$ cat config.mk
export PLATFORM = sky130hd
export DESIGN_NAME = slice_serial_subtractor
export DESIGN_NICKNAME = d
export VERILOG_FILES = /design/src/rtl/arith_pkg.sv /design/src/rtl/slice_serial_subtractor_sub_slice.sv /design/src/rtl/slice_serial_subtractor.sv
export SDC_FILE = /design/constraint.sdc
export NUM_CORES = 1
export LEC_CHECK = 0
export ABC_AREA = 1
export CORE_UTILIZATION = 35
export DETAILED_ROUTE_END_ITERATION = 12
export GPL_TIMING_DRIVEN = 0
export MAX_ROUTING_LAYER = met4
export PLACE_DENSITY = 0.57
export SETUP_SLACK_MARGIN = 0.02
export SYNTH_ARGS = -nofsm -noshare
export SYNTH_HDL_FRONTEND = slang
export SYNTH_SLANG_ARGS = --single-unit
$ cat constraint.sdc
create_clock -name clk -period 4.8 [get_ports clk]
set_clock_uncertainty 0.2 [all_clocks]
set_input_delay 0.96 -clock clk [delete_from_list [all_inputs] [get_ports clk]]
set_output_delay 0.96 -clock clk [all_outputs]
set_load 0.005 [all_outputs]
$ cat src/rtl/arith_pkg.sv
// Shared arithmetic-unit definitions: FSM state encodings and default datapath sizes.
package arith_pkg;

  typedef enum logic [1:0] {
    ST_IDLE = 2'd0,
    ST_RUN  = 2'd1,
    ST_DONE = 2'd2
  } state_e;

  localparam int unsigned ARITH_WIDTH = 32;
  localparam int unsigned ARITH_SLICE = 8;

endpackage

$ cat src/rtl/slice_serial_subtractor_sub_slice.sv
// One SLICE-bit ripple-borrow subtractor slice built from full_adder cells:
// a - b - borrow computed as a + ~b + ~borrow, borrow out is the inverted carry.
module full_adder (
  input  logic a_i,
  input  logic b_i,
  input  logic c_i,
  output logic s_o,
  output logic c_o
);

  assign s_o = a_i ^ b_i ^ c_i;
  assign c_o = (a_i & b_i) | (c_i & (a_i ^ b_i));

endmodule

module sub_slice
  import arith_pkg::*;
#(
  parameter int unsigned SLICE = ARITH_SLICE
) (
  input  logic [SLICE-1:0] a_i,
  input  logic [SLICE-1:0] b_i,
  input  logic             borrow_i,
  output logic [SLICE-1:0] s_o,
  output logic             borrow_o
);

  logic [SLICE:0] carry;

  assign carry[0] = ~borrow_i;

  for (genvar i = 0; i < SLICE; i++) begin : g_fa
    full_adder u_fa (
      .a_i (a_i[i]),
      .b_i (~b_i[i]),
      .c_i (carry[i]),
      .s_o (s_o[i]),
      .c_o (carry[i+1])
    );
  end

  assign borrow_o = ~carry[SLICE];

endmodule

$ cat src/rtl/slice_serial_subtractor.sv
// Multi-cycle subtractor: diff = a - b - bin, one SLICE-bit slice per clock, LSB first.
//   state   | meaning
//   IDLE    | in_ready high, waiting for operands
//   RUN     | one slice per edge, borrow carried in borrow_q
//   DONE    | result presented until out_ready
module slice_serial_subtractor
  import arith_pkg::*;
#(
  parameter int unsigned WIDTH = ARITH_WIDTH,
  parameter int unsigned SLICE = ARITH_SLICE
) (
  input  logic             clk,
  input  logic             rst,
  input  logic             in_valid,
  output logic             in_ready,
  input  logic [WIDTH-1:0] a,
  input  logic [WIDTH-1:0] b,
  input  logic             bin,
  output logic             out_valid,
  input  logic             out_ready,
  output logic [WIDTH-1:0] diff,
  output logic             bout,
  output logic             zero,
  output logic             ovf
);

  localparam int unsigned NSLICE = WIDTH / SLICE;
  localparam int unsigned CNT_W  = (NSLICE > 1) ? $clog2(NSLICE) : 1;
  localparam logic [CNT_W-1:0] LAST_CNT = CNT_W'(NSLICE - 1);

  state_e           state_q, state_d;
  logic [CNT_W-1:0] cnt_q, cnt_d;
  logic [WIDTH-1:0] a_q, a_d, b_q, b_d, diff_q, diff_d;
  logic             borrow_q, borrow_d;
  logic             bout_q, bout_d;
  logic             zero_q, zero_d;
  logic             ovf_q, ovf_d;

  logic [SLICE-1:0] a_sl, b_sl, s_sl;
  logic             borrow_sl;

  always_comb begin
    a_sl = '0;
    b_sl = '0;
    for (int k = 0; k < NSLICE; k++) begin
      if (cnt_q == CNT_W'(k)) begin
        a_sl = a_q[k*SLICE +: SLICE];
        b_sl = b_q[k*SLICE +: SLICE];
      end
    end
  end

  sub_slice #(.SLICE(SLICE)) u_slice (
    .a_i      (a_sl),
    .b_i      (b_sl),
    .borrow_i (borrow_q),
    .s_o      (s_sl),
    .borrow_o (borrow_sl)
  );

  always_comb begin
    state_d   = state_q;
    cnt_d     = cnt_q;
    a_d       = a_q;
    b_d       = b_q;
    borrow_d  = borrow_q;
    diff_d    = diff_q;
    bout_d    = bout_q;
    zero_d    = zero_q;
    ovf_d     = ovf_q;
    in_ready  = 1'b0;
    out_valid = 1'b0;

    case (state_q)
      ST_IDLE: begin
        in_ready = 1'b1;
        if (in_valid) begin
          a_d      = a;
          b_d      = b;
          borrow_d = bin;
          cnt_d    = '0;
          state_d  = ST_RUN;
        end
      end
      ST_RUN: begin
        for (int k = 0; k < NSLICE; k++) begin
          if (cnt_q == CNT_W'(k)) diff_d[k*SLICE +: SLICE] = s_sl;
        end
        borrow_d = borrow_sl;
        cnt_d    = cnt_q + CNT_W'(1);
        // Flags must see the slice written on this same edge, hence diff_d.
        if (cnt_q == LAST_CNT) begin
          bout_d  = borrow_sl;
          zero_d  = (diff_d == '0);
          ovf_d   = (a_q[WIDTH-1] ^ b_q[WIDTH-1]) & (a_q[WIDTH-1] ^ diff_d[WIDTH-1]);
          cnt_d   = '0;
          state_d = ST_DONE;
        end
      end
      ST_DONE: begin
        out_valid = 1'b1;
        if (out_ready) state_d = ST_IDLE;
      end
      default: state_d = ST_IDLE;
    endcase
  end

  always_ff @(posedge clk) begin
    if (rst) begin
      state_q  <= ST_IDLE;
      cnt_q    <= '0;
      a_q      <= '0;
      b_q      <= '0;
      borrow_q <= 1'b0;
      diff_q   <= '0;
      bout_q   <= 1'b0;
      zero_q   <= 1'b0;
      ovf_q    <= 1'b0;
    end else begin
      state_q  <= state_d;
      cnt_q    <= cnt_d;
      a_q      <= a_d;
      b_q      <= b_d;
      borrow_q <= borrow_d;
      diff_q   <= diff_d;
      bout_q   <= bout_d;
      zero_q   <= zero_d;
      ovf_q    <= ovf_d;
    end
  end

  assign diff = diff_q;
  assign bout = bout_q;
  assign zero = zero_q;
  assign ovf  = ovf_q;

endmodule
==> metrics.cfg, run 1 <==
[synthesis]
synth-seq-cells=104
synth_nets=755
yosysWarnings=0
syn_area_um2=4820
synthArstFlopShare_pct=0
yosys-top-cells-area=dfxtp_1 43%, nor2_1 13%, o21ai_0 12%
ys.flop_type=dfxtp_1
post-synth-top-area-cell=dfxtp_1
ys_seq_area_share_pct=43.2
syn_inst=674
synth_cell_types=28
netlist.area_leader.share_pct=43.2
synth-edff-count=0
syn_area_per_cell_um2=7.15

[critical_path]
cp.required_ns=4.88
path_max_fanout=10
r2r_start=cnt_q[0]$_SDFFE_PP0P_
crit_top_cell=fa_2
startpoint_type=flip-flop
ff2ff_path_depth=25
critPathTopFamily=adder cells
path_buf_inv=7
timing.rr.end=zero$_SDFFE_PP0P_
regToRegSetupSlack_ns=-0.19
max_stage_delay_ns=0.64
crit_path_end_kind=flip-flop
crit_type=reg2reg
arrival_ns=5.06
slowest_stage=fa_2

[final_layout]
nets=883
final_cell_mix=167 x nor2_1, 108 x o21ai_0, 105 x clkdlybuf4s50_1
syn2layout_area_growth_pct=38.6
layout_commonest_cell=nor2_1
drive_gt1_share_pct=13.3
diodes=0
fin_area_um2=6690

[route]
drt_iter0_drc=237
wirelength_mm=14.6
drt_drc_violations_left=0
wire_per_inst_um=14.8
ant_nets=0
drt-pass1-iter-count=4
vias=4827
avgViaCountPerCell=4.91

[global_routing]
antenna_found_initial=0
grt_pass1_wl_mm=23.3
grt_overflow=0
grt_use_total_pct=21.9
grt_max_degree=17
grt_pass1_vias=4622

[die]
pin_count=106
design.core.area_um2=13300
die_area_um2=14300
die_x_um=119
die_h_um=119
placementRows=42
start_util_pct=36.1

[pwr]
power_density_nw_per_um2=359
vdd_drop_max_mv=0.204
p_leak_uw=0.00273

[cts]
cts_buffers=9
cts_max_path_buffers=2
h-tree-depth=3
clk-insertion-delay-late_ns=0.35
root_buffer=clkbuf_16
holdBufCountCts=0
cts_tree=yes
clk_pin_slew_ns=0.07
cts_num_sinks=104

[status]
failed_checks=negative setup slack
run_status=finished, violations left

[placement]
preCtsSetupSlack_ns=-0.634
place_congestion=0.876
port_buffers=105
placed_cell_area_um2=6190
place.detailed.hpwl_mm=11.0

[sta]
drv_slew=0
slew_headroom_pct=61.4
hold_viol=0
fmax_ghz=0.201
setup_viol_count_final=2
rsz0062_at_grt=true
fin_crit_sh_pct=104
setup_slack_ns=-0.186
fin_crit_ns=4.99
worstMarginPinSlew_ns=0.578

[job]
drv_cap=0

[min_path]
holdPathStages=2
hp-class=reg2reg
min_from=diff[30]$_SDFFE_PP0P_
holdPathEnd=diff[30]$_SDFFE_PP0P_

-- cells by family after synthesis --
group	count (synthesis)	share of synthesized area, %
fa+ha+maj	12	4.36
flops	104	43.2
buf+inv	81	7.89
compound gates	197	22.1
simple gates	280	22.4
-- registers in the layout, indices dropped and copies added (netlist names) --
name and cells:
a_q 32, ovf 1, state_q 2, borrow_q 1, cnt_q 2, zero 1
bout 1, b_q 32, diff 32
-- worst min-delay path, cell delays in order (launching register included) --
cell and delay (ns):
dfxtp_1 0.33, inv_1 0.05, a21oi_1 0.05
-- cell usage after synthesis, types with 2 or more instances --
cell	count
o21ai_1	9
fa_1	8
a21oi_1	36
inv_1	29
nand3_1	7
o21a_1	3
clkbuf_1	15
a22oi_1	15
a211oi_1	2
nand2_1	98
nor2_1	168
buf_2	25
a31oi_1	13
dfxtp_1	104
a22o_1	2
ha_1	4
buf_6	5
o21ai_0	115
inv_2	4
nand2_2	4
-- cell type report --
type,instances,area [um2]
Buffer,45,295
Clock buffer,14,274
Clock inverter,2,11.3
Fill cell,1386,6660
Inverter,34,140
Multi-Input combinational cell,489,2470
Sequential cell,104,2090
Tap cell,176,220
Timing Repair Buffer,119,1180
-- layer usage --
layer	vias to the layer above	track usage [%]	share of wire, %
met3	24	2.78	4.4
met2	128	37.2	49
li1	2461	-	-
met4	0	9.22	2.7
met5	-	-	0
met1	2214	26.2	44
-- timing repair --
item,in CTS,in global routing
endpoints found under the hold margin,0,0
endpoints found under the setup margin,6,5
cloned,0,0
buffers inserted,12,2
gates resized for setup,30,3
pin swaps,19,3
-- per-stage QoR --
stage               TNS (ns)  cells  hold slack [ns]  power, uW  utilization [%]
finish                -0.291    983            0.273       2400             50.1
global route          -0.923    983            0.291       2530             50.1
CTS                   -0.391    981            0.272       2410             50.0
detailed placement     -2.06    955            0.262       1650             46.4
global placement       -1.93    955            0.262       1640             46.4
floorplan            -0.0159    674            0.250       1380                -
-- how the worst max path moves through the flow --
stage / slack (ns) / startpoint / end / cells after the start
after floorplan: -0.02 / cnt_q[0]$_SDFFE_PP0P_ / zero$_SDFFE_PP0P_ / 27
after CTS: -0.23 / cnt_q[1]$_SDFFE_PP0P_ / zero$_SDFFE_PP0P_ / 28
after global placement: -0.61 / cnt_q[0]$_SDFFE_PP0P_ / zero$_SDFFE_PP0P_ / 27
final: -0.19 / cnt_q[0]$_SDFFE_PP0P_ / zero$_SDFFE_PP0P_ / 25
after global routing: -0.45 / cnt_q[1]$_SDFFE_PP0P_ / zero$_SDFFE_PP0P_ / 29
after detailed placement: -0.63 / cnt_q[0]$_SDFFE_PP0P_ / zero$_SDFFE_PP0P_ / 27
-- report_power, final --
group	leakage (uW)	total, uW	switching (uW)	internal (uW)
sequential	0.000860	977	44.3	933
clock	0.000143	716	321	395
combinational	0.00172	706	391	315
total	0.00273	2400	757	1640
No activity file was read; power rests on OpenSTA's default activity.
==> run 2: changes to the inputs <==
--- a/config.mk
+++ b/config.mk
@@ -12,6 +12,7 @@
 export MAX_ROUTING_LAYER = met4
 export PLACE_DENSITY = 0.57
 export SETUP_SLACK_MARGIN = 0.02
+export SLEW_MARGIN = 10
 export SYNTH_ARGS = -nofsm -noshare
 export SYNTH_HDL_FRONTEND = slang
 export SYNTH_SLANG_ARGS = --single-unit
==> results of run 2 <==
Same layout as run 1: the final DEF is identical, and so are final timing and power.
